### config.mk
export PLATFORM = sky130hd
export DESIGN_NAME = dbi_tx_arb_flat
export DESIGN_NICKNAME = d
export VERILOG_FILES = /design/src/rtl/dbi_tx_arb_pkg.sv /design/src/rtl/dbi_tx_arb_if.sv /design/src/rtl/dbi_tx_arb_slice.sv /design/src/rtl/dbi_tx_arb.sv /design/src/flat_wrapper.sv
export SDC_FILE = /design/constraint.sdc
export NUM_CORES = 1
export LEC_CHECK = 0
export CAP_MARGIN = 5
export CORE_MARGIN = 2
export CORE_UTILIZATION = 35
export CTS_CLUSTER_DIAMETER = 100
export DETAILED_ROUTE_END_ITERATION = 8
export PLACE_DENSITY = 0.84
export SYNTH_ARGS = -nofsm -noshare
export SYNTH_HDL_FRONTEND = slang
export SYNTH_SLANG_ARGS = --single-unit
### constraint.sdc
create_clock -name clk -period 4.81 [get_ports clk]
set_input_delay 0.7215 -clock clk [delete_from_list [all_inputs] [get_ports clk]]
set_output_delay 0.7215 -clock clk [all_outputs]
set_load 0.005 [all_outputs]
### src/rtl/dbi_tx_arb_pkg.sv
// Shared definitions for the DBI TX arbiter: FSM encodings, default bus width
// and the grant decode helper.
package dbi_tx_arb_pkg;

  localparam int DBI_IF_D_W_DFLT = 8;

  localparam logic [1:0] IDLE   = 2'd0;
  localparam logic [1:0] GNT_S0 = 2'd1;
  localparam logic [1:0] GNT_S1 = 2'd2;

  function automatic logic [1:0] gntOneHot(input logic [1:0] st);
    return {st == GNT_S1, st == GNT_S0};
  endfunction

endpackage

### src/rtl/dbi_tx_arb_if.sv
// Bundle of the two requester ports, the PHY port and the grant status.
// The slave modport is the arbiter's view; master is the environment's view.
interface dbi_tx_arb_if
  import dbi_tx_arb_pkg::*;
#(
  parameter int DBI_IF_D_W = DBI_IF_D_W_DFLT
);

  logic [DBI_IF_D_W-1:0] s0_cmd_typ_i;
  logic [DBI_IF_D_W-1:0] s0_cmd_dat_i;
  logic                  s0_last_i;
  logic                  s0_vld_i;
  logic                  s0_rdy_o;

  logic [DBI_IF_D_W-1:0] s1_cmd_typ_i;
  logic [DBI_IF_D_W-1:0] s1_cmd_dat_i;
  logic                  s1_last_i;
  logic                  s1_vld_i;
  logic                  s1_rdy_o;

  logic                  dtp_tx_rdy_i;
  logic [DBI_IF_D_W-1:0] dtp_tx_cmd_typ_o;
  logic [DBI_IF_D_W-1:0] dtp_tx_cmd_dat_o;
  logic                  dtp_tx_last_o;
  logic                  dtp_tx_vld_o;

  logic [1:0]            arb_gnt_o;

  modport slave (
    input  s0_cmd_typ_i, s0_cmd_dat_i, s0_last_i, s0_vld_i,
    output s0_rdy_o,
    input  s1_cmd_typ_i, s1_cmd_dat_i, s1_last_i, s1_vld_i,
    output s1_rdy_o,
    input  dtp_tx_rdy_i,
    output dtp_tx_cmd_typ_o, dtp_tx_cmd_dat_o, dtp_tx_last_o, dtp_tx_vld_o,
    output arb_gnt_o
  );

  modport master (
    output s0_cmd_typ_i, s0_cmd_dat_i, s0_last_i, s0_vld_i,
    input  s0_rdy_o,
    output s1_cmd_typ_i, s1_cmd_dat_i, s1_last_i, s1_vld_i,
    input  s1_rdy_o,
    output dtp_tx_rdy_i,
    input  dtp_tx_cmd_typ_o, dtp_tx_cmd_dat_o, dtp_tx_last_o, dtp_tx_vld_o,
    input  arb_gnt_o
  );

endinterface

### src/rtl/dbi_tx_arb_slice.sv
// One-entry registered pipeline slice: loads on an input handshake, empties on
// an output handshake, and accepts a new beat in the same cycle it drains.
module dbi_tx_arb_slice #(
  parameter int W = 17
) (
  input  logic         clk,
  input  logic         rst_n,
  input  logic         in_vld_i,
  input  logic [W-1:0] in_dat_i,
  output logic         in_rdy_o,
  output logic         out_vld_o,
  output logic [W-1:0] out_dat_o,
  input  logic         out_rdy_i
);

  logic         vld_q, vld_d;
  logic [W-1:0] dat_q, dat_d;
  logic         load;

  assign in_rdy_o = !vld_q || out_rdy_i;
  assign load     = in_vld_i && in_rdy_o;

  always_comb begin
    vld_d = vld_q;
    dat_d = dat_q;
    if (load) begin
      vld_d = 1'b1;
      dat_d = in_dat_i;
    end else if (out_rdy_i) begin
      vld_d = 1'b0;
    end
  end

  always_ff @(posedge clk or negedge rst_n) begin
    if (!rst_n) begin
      vld_q <= 1'b0;
      dat_q <= '0;
    end else begin
      vld_q <= vld_d;
      dat_q <= dat_d;
    end
  end

  assign out_vld_o = vld_q;
  assign out_dat_o = dat_q;

endmodule

### src/rtl/dbi_tx_arb.sv
// Two-requester DBI TX arbiter holding the grant for whole transactions.
// Define DBI_TX_ARB_RR_EN for round-robin; otherwise s0 has fixed priority.
module dbi_tx_arb
  import dbi_tx_arb_pkg::*;
#(
  parameter int DBI_IF_D_W = DBI_IF_D_W_DFLT
) (
  input  logic         clk,
  input  logic         rst_n,
  dbi_tx_arb_if.slave  bus
);

  localparam int W = 2 * DBI_IF_D_W + 1;

  logic [1:0]   state_q, state_d;
  logic         armed_q;
  logic         selVld;
  logic [W-1:0] selBeat;
  logic [W-1:0] outBeat;
  logic         sliceInRdy;
  logic         load;
  logic         pickS1;

  always_comb begin
    selVld  = 1'b0;
    selBeat = '0;
    case (state_q)
      GNT_S0: begin
        selVld  = bus.s0_vld_i;
        selBeat = {bus.s0_cmd_typ_i, bus.s0_cmd_dat_i, bus.s0_last_i};
      end
      GNT_S1: begin
        selVld  = bus.s1_vld_i;
        selBeat = {bus.s1_cmd_typ_i, bus.s1_cmd_dat_i, bus.s1_last_i};
      end
      default: ;
    endcase
  end

  assign load         = selVld && sliceInRdy;
  assign bus.s0_rdy_o = (state_q == GNT_S0) && sliceInRdy;
  assign bus.s1_rdy_o = (state_q == GNT_S1) && sliceInRdy;
  assign bus.arb_gnt_o = gntOneHot(state_q);

`ifdef DBI_TX_ARB_RR_EN
  // The pointer names the preferred requester and moves away from whoever just finished.
  logic rrPtr_q, rrPtr_d;

  assign pickS1 = bus.s1_vld_i && (!bus.s0_vld_i || rrPtr_q);

  always_comb begin
    rrPtr_d = rrPtr_q;
    if (load && selBeat[0]) rrPtr_d = (state_q == GNT_S0);
  end

  always_ff @(posedge clk or negedge rst_n) begin
    if (!rst_n) rrPtr_q <= 1'b0;
    else        rrPtr_q <= rrPtr_d;
  end
`else
  assign pickS1 = bus.s1_vld_i && !bus.s0_vld_i;
`endif

  always_comb begin
    state_d = state_q;
    case (state_q)
      IDLE: begin
        if (armed_q && (bus.s0_vld_i || bus.s1_vld_i))
          state_d = pickS1 ? GNT_S1 : GNT_S0;
      end
      GNT_S0, GNT_S1: begin
        if (load && selBeat[0]) state_d = IDLE;
      end
      default: state_d = IDLE;
    endcase
  end

  // armed_q holds off arbitration for the first edge after reset release.
  always_ff @(posedge clk or negedge rst_n) begin
    if (!rst_n) begin
      state_q <= IDLE;
      armed_q <= 1'b0;
    end else begin
      state_q <= state_d;
      armed_q <= 1'b1;
    end
  end

  dbi_tx_arb_slice #(.W(W)) u_slice (
    .clk       (clk),
    .rst_n     (rst_n),
    .in_vld_i  (selVld),
    .in_dat_i  (selBeat),
    .in_rdy_o  (sliceInRdy),
    .out_vld_o (bus.dtp_tx_vld_o),
    .out_dat_o (outBeat),
    .out_rdy_i (bus.dtp_tx_rdy_i)
  );

  assign {bus.dtp_tx_cmd_typ_o, bus.dtp_tx_cmd_dat_o, bus.dtp_tx_last_o} = outBeat;

endmodule

### src/flat_wrapper.sv
// flat-port wrapper written by rule: the top's interface ports become plain ports
module dbi_tx_arb_flat import dbi_tx_arb_pkg::*;
#(
  parameter int DBI_IF_D_W = DBI_IF_D_W_DFLT
)
  (clk, rst_n, bus_s0_cmd_typ_i, bus_s0_cmd_dat_i, bus_s0_last_i, bus_s0_vld_i, bus_s0_rdy_o, bus_s1_cmd_typ_i, bus_s1_cmd_dat_i, bus_s1_last_i, bus_s1_vld_i, bus_s1_rdy_o, bus_dtp_tx_rdy_i, bus_dtp_tx_cmd_typ_o, bus_dtp_tx_cmd_dat_o, bus_dtp_tx_last_o, bus_dtp_tx_vld_o, bus_arb_gnt_o);
  dbi_tx_arb_if #(.DBI_IF_D_W(DBI_IF_D_W)) bus_i ();
  input  logic clk;
  input  logic rst_n;
  input wire logic [$bits(bus_i.s0_cmd_typ_i)-1:0] bus_s0_cmd_typ_i;
  input wire logic [$bits(bus_i.s0_cmd_dat_i)-1:0] bus_s0_cmd_dat_i;
  input wire logic [$bits(bus_i.s0_last_i)-1:0] bus_s0_last_i;
  input wire logic [$bits(bus_i.s0_vld_i)-1:0] bus_s0_vld_i;
  output wire logic [$bits(bus_i.s0_rdy_o)-1:0] bus_s0_rdy_o;
  input wire logic [$bits(bus_i.s1_cmd_typ_i)-1:0] bus_s1_cmd_typ_i;
  input wire logic [$bits(bus_i.s1_cmd_dat_i)-1:0] bus_s1_cmd_dat_i;
  input wire logic [$bits(bus_i.s1_last_i)-1:0] bus_s1_last_i;
  input wire logic [$bits(bus_i.s1_vld_i)-1:0] bus_s1_vld_i;
  output wire logic [$bits(bus_i.s1_rdy_o)-1:0] bus_s1_rdy_o;
  input wire logic [$bits(bus_i.dtp_tx_rdy_i)-1:0] bus_dtp_tx_rdy_i;
  output wire logic [$bits(bus_i.dtp_tx_cmd_typ_o)-1:0] bus_dtp_tx_cmd_typ_o;
  output wire logic [$bits(bus_i.dtp_tx_cmd_dat_o)-1:0] bus_dtp_tx_cmd_dat_o;
  output wire logic [$bits(bus_i.dtp_tx_last_o)-1:0] bus_dtp_tx_last_o;
  output wire logic [$bits(bus_i.dtp_tx_vld_o)-1:0] bus_dtp_tx_vld_o;
  output wire logic [$bits(bus_i.arb_gnt_o)-1:0] bus_arb_gnt_o;
  assign bus_i.s0_cmd_typ_i = bus_s0_cmd_typ_i;
  assign bus_i.s0_cmd_dat_i = bus_s0_cmd_dat_i;
  assign bus_i.s0_last_i = bus_s0_last_i;
  assign bus_i.s0_vld_i = bus_s0_vld_i;
  assign bus_s0_rdy_o = bus_i.s0_rdy_o;
  assign bus_i.s1_cmd_typ_i = bus_s1_cmd_typ_i;
  assign bus_i.s1_cmd_dat_i = bus_s1_cmd_dat_i;
  assign bus_i.s1_last_i = bus_s1_last_i;
  assign bus_i.s1_vld_i = bus_s1_vld_i;
  assign bus_s1_rdy_o = bus_i.s1_rdy_o;
  assign bus_i.dtp_tx_rdy_i = bus_dtp_tx_rdy_i;
  assign bus_dtp_tx_cmd_typ_o = bus_i.dtp_tx_cmd_typ_o;
  assign bus_dtp_tx_cmd_dat_o = bus_i.dtp_tx_cmd_dat_o;
  assign bus_dtp_tx_last_o = bus_i.dtp_tx_last_o;
  assign bus_dtp_tx_vld_o = bus_i.dtp_tx_vld_o;
  assign bus_arb_gnt_o = bus_i.arb_gnt_o;
  dbi_tx_arb #(.DBI_IF_D_W(DBI_IF_D_W)) u_core (.clk(clk), .rst_n(rst_n), .bus(bus_i));
endmodule
==> After elaboration in Yosys (flattened, before gate mapping) <==
Index checks and enable logic that the tools add are counted.
{ "totals": {"reg_bits": 21, "input_bits": 39} }
{ "op_classes": {"n_eq_ne": 4, "n_mux": 8, "reduce_logical": 14} }
{ "ops": {"columns": ["operator", "count"], "rows": [
  ["case mux 17 bit (2 select lines)", 1],
  ["logical AND 1 bit", 6],
  ["2-to-1 mux 2 bit", 3],
  ["inequality test 2 x 1 -> 1 bit (second input constant)", 2],
  ["case mux 2 bit (2 select lines)", 1],
  ["equality test 2 x 1 -> 1 bit (second input constant)", 1],
  ["equality test 2 bit (second input constant)", 1],
  ["zero test 1 bit", 2],
  ["zero test 2 bit", 1],
  ["logical OR 1 bit", 2],
  ["2-to-1 mux 1 bit", 2],
  ["case mux 1 bit (2 select lines)", 1],
  ["AND reduction 2 bit", 1],
  ["nonzero test 2 bit", 1],
  ["OR reduction 2 bit", 1]
]} }

==> Longest topological paths before layout <==
Gate-level depths: netlist (run 1).
{ "logic_depth": {"ltp_word": 6, "mapped_depth": 8, "mapped_depth_nobuf": 6} }

==> Modules after synthesis <==
A second synthesis (run 1) with hierarchy kept.
{ "hier_totals": {"hier_cells": 102, "area_unflattened_um2": 1234.9} }
{ "by_module_without_submodules": {"columns": ["module", "instances", "cells_per_inst", "area_each_um2", "seq_area_each_um2"], "rows": [
  ["dbi_tx_arb_slice", 1, 39, 732.0, 450.4],
  ["dbi_tx_arb", 1, 63, 503.0, 75.1]
]} }

==> Worst setup path before layout (run 1) <==
No wires, ideal clock.
{ "synth_path": {"kind": "reg2out", "from": "register u_core.state_q[1]", "to": "output port bus_s0_rdy_o", "arrival_time_ns": 1.213, "required_ns": 4.089, "path_slack_ns": 2.875, "path_stages_with_launch": 6, "path_buffers": 2, "path_cell_list": "dfrtp_1 inv_1 ha_1 buf_4 clkbuf_1 and2_1"} }
{ "synth_via": {"elab_chain_len": 2} }
{ "synth_lines": {"columns": ["element", "line", "source"], "rows": [
  ["start: declaration", "dbi_tx_arb.sv:15", "logic [1:0] state_q, state_d;"],
  ["start signal: assignment", "dbi_tx_arb.sv:84", "state_q <= state_d;"],
  ["equality test 2 x 1 -> 1 bit", null, null],
  ["net bus_arb_gnt_o[0]", "flat_wrapper.sv:25", "output wire logic [$bits(bus_i.arb_gnt_o)-1:0] bus_arb_gnt_o;"],
  ["logical AND 1 bit", "dbi_tx_arb.sv:41", "assign bus.s0_rdy_o = (state_q == GNT_S0) && sliceInRdy;"],
  ["end: declaration", "flat_wrapper.sv:14", "output wire logic [$bits(bus_i.s0_rdy_o)-1:0] bus_s0_rdy_o;"]
]} }
The timed path passes the listed nets, and every way through them passes these cells.

==> Worst setup path in the final report (run 1) <==
{ "layout_path": {"from": "register u_core.state_q[1]", "to": "output port bus_s0_rdy_o"} }
{ "layout_via": {"elab_chain_len": 2} }
{ "layout_lines": {"columns": ["element", "line"], "rows": [
  ["equality test 2 x 1 -> 1 bit", "dbi_tx_arb.sv:41"],
  ["logical AND 1 bit", "dbi_tx_arb.sv:41"]
]} }
Every way passes these cells.

==> results.tsv, run 1 <==
stage	metric	value	unit
setup_path	critPathMaxStageDelay	700	ps
place	io_buffer_count	60	
clock_tree	cts_hold_buf	0	
finish	fin_nets	199	
finish	drive_gt1_share	5.769	%
setup_path	crit_required	4090	ps
synthesis	synth_top_family_by_area	compound AO/OA/AOI/OAI gates	
finish	n_fill_cell	252	
floorplan	io_pins	61	
floorplan	die_h	57.78	um
clock_tree	clk_pin_slew	110	ps
synthesis	synth_area	1012	um2
setup_path	crit_start	u_core.state_q[1]	
setup_path	r2r_slack	2400	ps
setup_path	crit_family	adder cells	
timing	fin_worst_skew	7.020	ps
place	hpwl	1977	um
setup_path	worstSetupPathType	reg -> out	
detailed_routing	viasPerCell	4.952	
timing	post-route-period-util	61.33	%
power	intPower	0.0004664	W
synthesis	yosys_warnings	0	
setup_path	r2r_cells	5	
detailed_routing	wl_per_cell	13.59	um
setup_path	r2r_end	u_core.u_slice.out_dat_o[0]	
clock_tree	max-clock-path-buffers	2	
place	pre_cts_ws	2071	ps
clock_tree	clkSinkCount	21	
synthesis	ys_seq_area_share	51.92	%
clock_tree	postCtsSetupBuffers	0	
power	switching_share	33.95	%
place	gp_congestion	0.6683	
power	power_density	432.4	nW/um2
synthesis	syn_avg_cell_area	10.22	um2
outcome	status	finished clean	
setup_path	crit_cells	4	
detailed_routing	vias	926	
finish	syn_to_final_growth	61.31	%
clock_tree	tritoncts	done	
detailed_routing	drt_iter0_markers	12	
setup_path	cp-start-kind	flop	
finish	n_antenna_cell	0	
detailed_routing	drt-total-wl	2542	um
clock_tree	cts_made_buffers	3	
detailed_routing	postRouteAntennaNets	0	
synthesis	synth_mux_area_share	3.090	%
power	p_comb_share	52.1	%
timing	hold_viol_final	0	
clock_tree	ctsResizeCount	0	
floorplan	die_w	57.78	um
floorplan	row_count	19	
synthesis	synth_fa_ha_area_share	3.708	%
worst_hold_path	hold_path_class	reg -> reg	
timing	max_slew_margin	40.28	%
timing	final.setup.worst_slack	1860	ps
setup_path	crit_chain	inv_1 -> ha_1 -> and2_1 -> clkdlybuf4s50_1	
setup_path	worst-path-buf-inv	2	
global_routing	grt-ovfl-total	0	
global_routing	antenna_found_initial	0	
synthesis	ys_types	21	
setup_path	cp.arrival	2230	ps
floorplan	dieArea	3338	um2
global_routing	grt_pass1_wl	4340	um
power	switching_power	0.0002397	W
synthesis	ys_ff_latch	21	
setup_path	critPathCapture	bus_s0_rdy_o	
clock_tree	clk_latency	290	ps
power	ir_drop	0.3421	mV
setup_path	end_kind	output port	
timing	final_max_slew_viol_count	0	
timing	whs	489.1	ps
power	p_leak	0.6898	nW
timing	tightest_slew	893.0	ps
synthesis	synth_xor_area_share	0	%
setup_path	crit_slowest_cell	ha_1	
setup_path	crit-reg2reg-launch	u_core.state_q[0]	
timing	setup_violations	0	
power	p_clk_share	11.3	%
global_routing	grt_max_degree	34	
synthesis	synthesis.nets	141	
timing	final.setup.tns	0	ps
global_routing	first_global_vias	970	
detailed_routing	first_pass_iters	3	
timing	fmax	339.0	MHz
power	seqPwrFrac	36.6	%
clock_tree	htree_levels	1	
finish	utilization	59.21	%
detailed_routing	drcViolationCount	0	
global_routing	grt_usage	16.45	%
setup_path	crit_fanout	20	
synthesis	synth_compound_gate_area_share	24.47	%
clock_tree	cts_root_buf	clkbuf_4	
floorplan	initial_core_util	36.71	%
synthesis	synth_simple_gate_area_share	10.75	%
timing	rsz0062_at_grt	no	
synthesis	synthCells	99	
flow_run	maxCapViolations	0	
timing	min_period	2950	ps
floorplan	core_area	2758	um2
## final cells by class
type	instances	area, um2	share of cell area (%)
Multi-Input combinational cell	68	429.2	26.28
Clock inverter	1	5.005	0.3065
Tap cell	31	38.79	2.375
Clock buffer	3	22.52	1.379
Sequential cell	21	525.5	32.18
Inverter	3	11.26	0.6897
Timing Repair Buffer	60	600.6	36.78
## worst min-delay path by stage
stage	endpoint	cells after the start	slack, ps	start
after floorplan	u_core.armed_q	0	430	rst_n
after global placement	u_core.u_slice.out_dat_o[8]	2	470	u_core.u_slice.out_dat_o[8]
after detailed placement	u_core.u_slice.out_dat_o[16]	2	470	u_core.u_slice.out_dat_o[16]
after CTS	u_core.u_slice.out_dat_o[16]	2	500	u_core.u_slice.out_dat_o[16]
after global routing	u_core.u_slice.out_dat_o[3]	2	530	u_core.u_slice.out_dat_o[3]
final	u_core.u_slice.out_dat_o[16]	2	490	u_core.u_slice.out_dat_o[16]
## routing by layer
layer	vias up	global-route usage [%]	part of all wire (%)
met2	34	31.98	54
li1	465	-	-
met1	427	18.88	39
met5	-	0	0
met4	0	0.9967	0
met3	0	4.018	6.7
## cells by family after synthesis
logic type / Yosys count
AND/OR/NAND/NOR: 24
adder cells (fa/ha/maj): 3
AO/OA/AOI/OAI: 37
flip-flops: 21
buffers and inverters: 10
multiplexers: 3
other: 1
## power by group through the flow
| stage | Clock (W) | Sequential [W] | Combinational (W) |
|---|---|---|---|
| detailed placement | 0 | 0.000263 | 0.000371 |
| global route | 0.0000943 | 0.000267 | 0.000403 |
| finish | 0.0000798 | 0.000259 | 0.000368 |
| CTS | 0.0000854 | 0.000259 | 0.000372 |
| global placement | 0 | 0.000258 | 0.000357 |
| floorplan | 0 | 0.000264 | 0.000191 |
## sequential cells by signal, summed over array words and instances, names as in the netlist
signal	flops
u_core.u_slice.out_vld_o	1
u_core.u_slice.out_dat_o	17
u_core.armed_q	1
u_core.state_q	2
## cells in the final DEF, fill, tap and decap left out, drive strengths merged
| master | synthesis | routed |
|---|---|---|
| clkinv | 0 | 1 |
| dfrtp | 21 | 21 |
| mux2 | 1 | 1 |
| ha | 3 | 3 |
| mux2i | 2 | 2 |
| nand3 | 2 | 2 |
| a22oi | 16 | 16 |
| inv | 3 | 3 |
| conb | 1 | 1 |
| nand2 | 18 | 18 |
| clkdlybuf4s50 | 0 | 60 |
| nand3b | 1 | 1 |
| clkbuf | 3 | 3 |
| nand2b | 1 | 1 |
| o21ai | 18 | 18 |
| a22o | 3 | 3 |
| and2 | 2 | 2 |
## synth_stat cells
master / count / area [um2]
o21ai_0: 16 / 80.08
a22o_4: 1 / 17.52
nand2_1: 18 / 67.56
a22oi_1: 16 / 120.1
nand3_1: 1 / 5.000
nand3_2: 1 / 10.01
o21ai_1: 2 / 10.01
mux2_2: 1 / 11.26
clkbuf_2: 1 / 5.000
ha_1: 3 / 37.54
buf_4: 3 / 22.52
buf_6: 1 / 11.26
a22o_2: 2 / 20.02
mux2i_1: 2 / 20.02
and2_1: 2 / 12.51
clkbuf_1: 2 / 7.510
inv_1: 3 / 11.26
dfrtp_1: 21 / 525.5
nand2b_1: 1 / 6.260
nand3b_1: 1 / 7.510
conb_1: 1 / 3.750
## worst register-to-register path, cell delays in order, from the launching register on
cell	delay, ps
dfrtp_1	400
inv_1	110
ha_1	690
a22o_4	260
nand3_2	420
mux2_2	440
## metrics by stage
| stage | area, um2 | power [W] | instances |
|---|---|---|---|
| floorplan | 1012 | 0.0004551 | 99 |
| global placement | 1605 | 0.0006152 | 183 |
| detailed placement | 1605 | 0.0006342 | 183 |
| CTS | 1633 | 0.0007167 | 187 |
| global route | 1633 | 0.0007645 | 187 |
| finish | 1633 | 0.0007060 | 187 |
Note: power is estimated with default switching activity, not from simulation.
==> run 2, diff against run 1 <==
- clock period: 4.81 -> 2.8 ns (I/O delays scaled with it)
==> run 2 against run 1 <==
Net effect: via count grew 3.7%; highest routed layer is now met4; largest cell class unchanged; register-to-register slack worse by 1400 ps; combinational power is 79% higher; flip-flop and latch count is the same; sequential power rose by 70%; clock power up 75%; utilization rose by 0.77 points; setup slack lost 1300 ps.
==> results.tsv, run 2 (synthesis gave the netlist of run 1 again) <==
stage	metric	value	unit	change
outcome	status	finished clean		
setup_path	critPathMaxStageDelay	510	ps	-190 ps
floorplan	io_pins	61		unchanged
setup_path	crit_fanout	7		-65%
timing	setup_violations	0		unchanged
detailed_routing	vias	960		+3.7%
timing	final.setup.tns	0	ps	unchanged
detailed_routing	postRouteAntennaNets	0		unchanged
detailed_routing	drcViolationCount	0		unchanged
floorplan	initial_core_util	36.71	%	unchanged
timing	max_slew_margin	37.72	%	-2.6 points
global_routing	grt-ovfl-total	0		unchanged
setup_path	crit_slowest_cell	clkdlybuf4s50_1		
clock_tree	cts_hold_buf	0		unchanged
timing	fmax	443.7	MHz	
setup_path	crit_chain	inv_1 -> ha_1 -> and2_1 -> clkdlybuf4s50_1		
flow_run	maxCapViolations	0		unchanged
floorplan	die_w	57.78	um	unchanged
timing	tightest_slew	931.3	ps	+38.31 ps
floorplan	core_area	2758	um2	unchanged
clock_tree	clkSinkCount	21		unchanged
timing	fin_worst_skew	4.942	ps	-2.078 ps
detailed_routing	drt_iter0_markers	23		+11
power	power_density	749.2	nW/um2	+73%
timing	min_period	2254	ps	
detailed_routing	first_pass_iters	4		+1
finish	final_area	1654	um2	+1.3%
worst_hold_path	hold_start	u_core.u_slice.out_dat_o[16]		
timing	rsz0062_at_grt	no		
clock_tree	clk_latency	290	ps	about the same
floorplan	die_h	57.78	um	unchanged
place	io_buffer_count	60		unchanged
detailed_routing	wl_per_cell	13.89	um	+2.2%
place	gp_congestion	0.6522		-2.4%
finish	drive_gt1_share	6.918	%	+1.1 points
setup_path	crit_start	u_core.state_q[1]		
place	hpwl	2068	um	+4.6%
setup_path	r2r_slack	980	ps	-1420 ps
clock_tree	postCtsSetupBuffers	0		unchanged
finish	syn_to_final_growth	63.41	%	
clock_tree	cts_made_buffers	3		unchanged
clock_tree	htree_levels	1		unchanged
setup_path	worstSetupPathType	reg -> out		
clock_tree	cts_root_buf	clkbuf_4		
global_routing	first_global_vias	1075		+11%
global_routing	grt_usage	17.33	%	+0.89 points
global_routing	antenna_found_initial	0		unchanged
setup_path	crit_required	2380	ps	-1710 ps
finish	fin_nets	202		+1.5%
timing	hold_viol_final	0		unchanged
power	ir_drop	0.5263	mV	+54%
timing	final_max_slew_viol_count	0		unchanged
setup_path	end_kind	output port		
clock_tree	ctsResizeCount	0		unchanged
finish	largest_reg_flops	17		unchanged
global_routing	grt_pass1_wl	4554	um	+4.9%
detailed_routing	drt-total-wl	2639	um	+3.8%
clock_tree	tritoncts	done		
setup_path	r2r_end	u_core.u_slice.out_dat_o[3]		
timing	post-route-period-util	80.49	%	
setup_path	cp-start-kind	flop		
setup_path	cp.arrival	1830	ps	-400 ps
floorplan	row_count	19		unchanged
power	p_leak	0.7017	nW	+1.7%
floorplan	dieArea	3338	um2	unchanged
worst_hold_path	hold_path_class	reg -> reg		
finish	n_fill_cell	258		+2.4%
setup_path	critPathCapture	bus_s0_rdy_o		
finish	final_cell_mix	clkdlybuf4s50_1, dfrtp_1, nand2_1		
setup_path	crit-reg2reg-launch	u_core.state_q[0]		
place	placedInstanceArea	1628	um2	+1.4%
finish	n_antenna_cell	0		unchanged
detailed_routing	viasPerCell	5.053		+2.0%
clock_tree	max-clock-path-buffers	2		unchanged
finish	final_common_cell	clkdlybuf4s50_1		
setup_path	r2r_cells	7		+2
clock_tree	clk_pin_slew	110	ps	about the same
global_routing	grt_max_degree	22		-35%
[run 2: worst min path at each step]
| stage | endpoint | slack [ps] | depth (start not counted) |
|---|---|---|---|
| finish | u_core.u_slice.out_dat_o[16] | 490 | 2 |
| global route | u_core.u_slice.out_dat_o[1] | 530 | 2 |
| CTS | u_core.u_slice.out_dat_o[16] | 500 | 2 |
| detailed placement | u_core.u_slice.out_dat_o[16] | 470 | 2 |
| global placement | u_core.u_slice.out_dat_o[8] | 470 | 2 |
| floorplan | u_core.armed_q | 120 | 0 |
[run 2: routing by layer]
metal,vias to the layer above,wire length (um),global-route usage [%]
met5,-,0,0
li1,469,-,-
met3,2,177,3.125
met2,33,1423,33.93
met4,0,12,3.987
met1,456,1025,19.14
[run 2: critical path, delay by kind of cell, from the launching register on]
family,cells,cell delay [ps]
fa+ha+maj,1,350
buf+inv,2,610
flops,1,400
simple gates,1,190
[run 2: through the flow]
step,total power (W),hold slack (ps),util (%),instances,setup slack [ps]
3_3_place_gp,0.001080,466.3,59.03,186,715.2
2_1_floorplan,0.0007819,124.4,-,99,1167
3_5_place_dp,0.001111,469.2,59.03,186,663.8
5_1_grt,0.001345,531.3,59.98,190,401.7
6_report,0.001239,487.8,59.98,190,546.2
4_1_cts,0.001256,495.6,59.98,190,527.3
[run 2: cell type report]
| type | instances | area [um2] | share of cell area [%] |
|---|---|---|---|
| timing repair buffer | 63 | 623.1 | 37.67 |
| tap | 31 | 38.79 | 2.345 |
| inverter | 3 | 11.26 | 0.6808 |
| multi-input combinational | 68 | 429.2 | 25.95 |
| clock buffer | 4 | 26.28 | 1.588 |
| sequential | 21 | 525.5 | 31.77 |
[run 2: where the power goes]
part / switching (W) / total, W / internal, W
logic: 0.000289 / 0.000658 / 0.000369
clock network: 0.0000848 / 0.000140 / 0.0000553
registers: 0.0000452 / 0.000441 / 0.000396
total: 0.000419 / 0.00124 / 0.000820
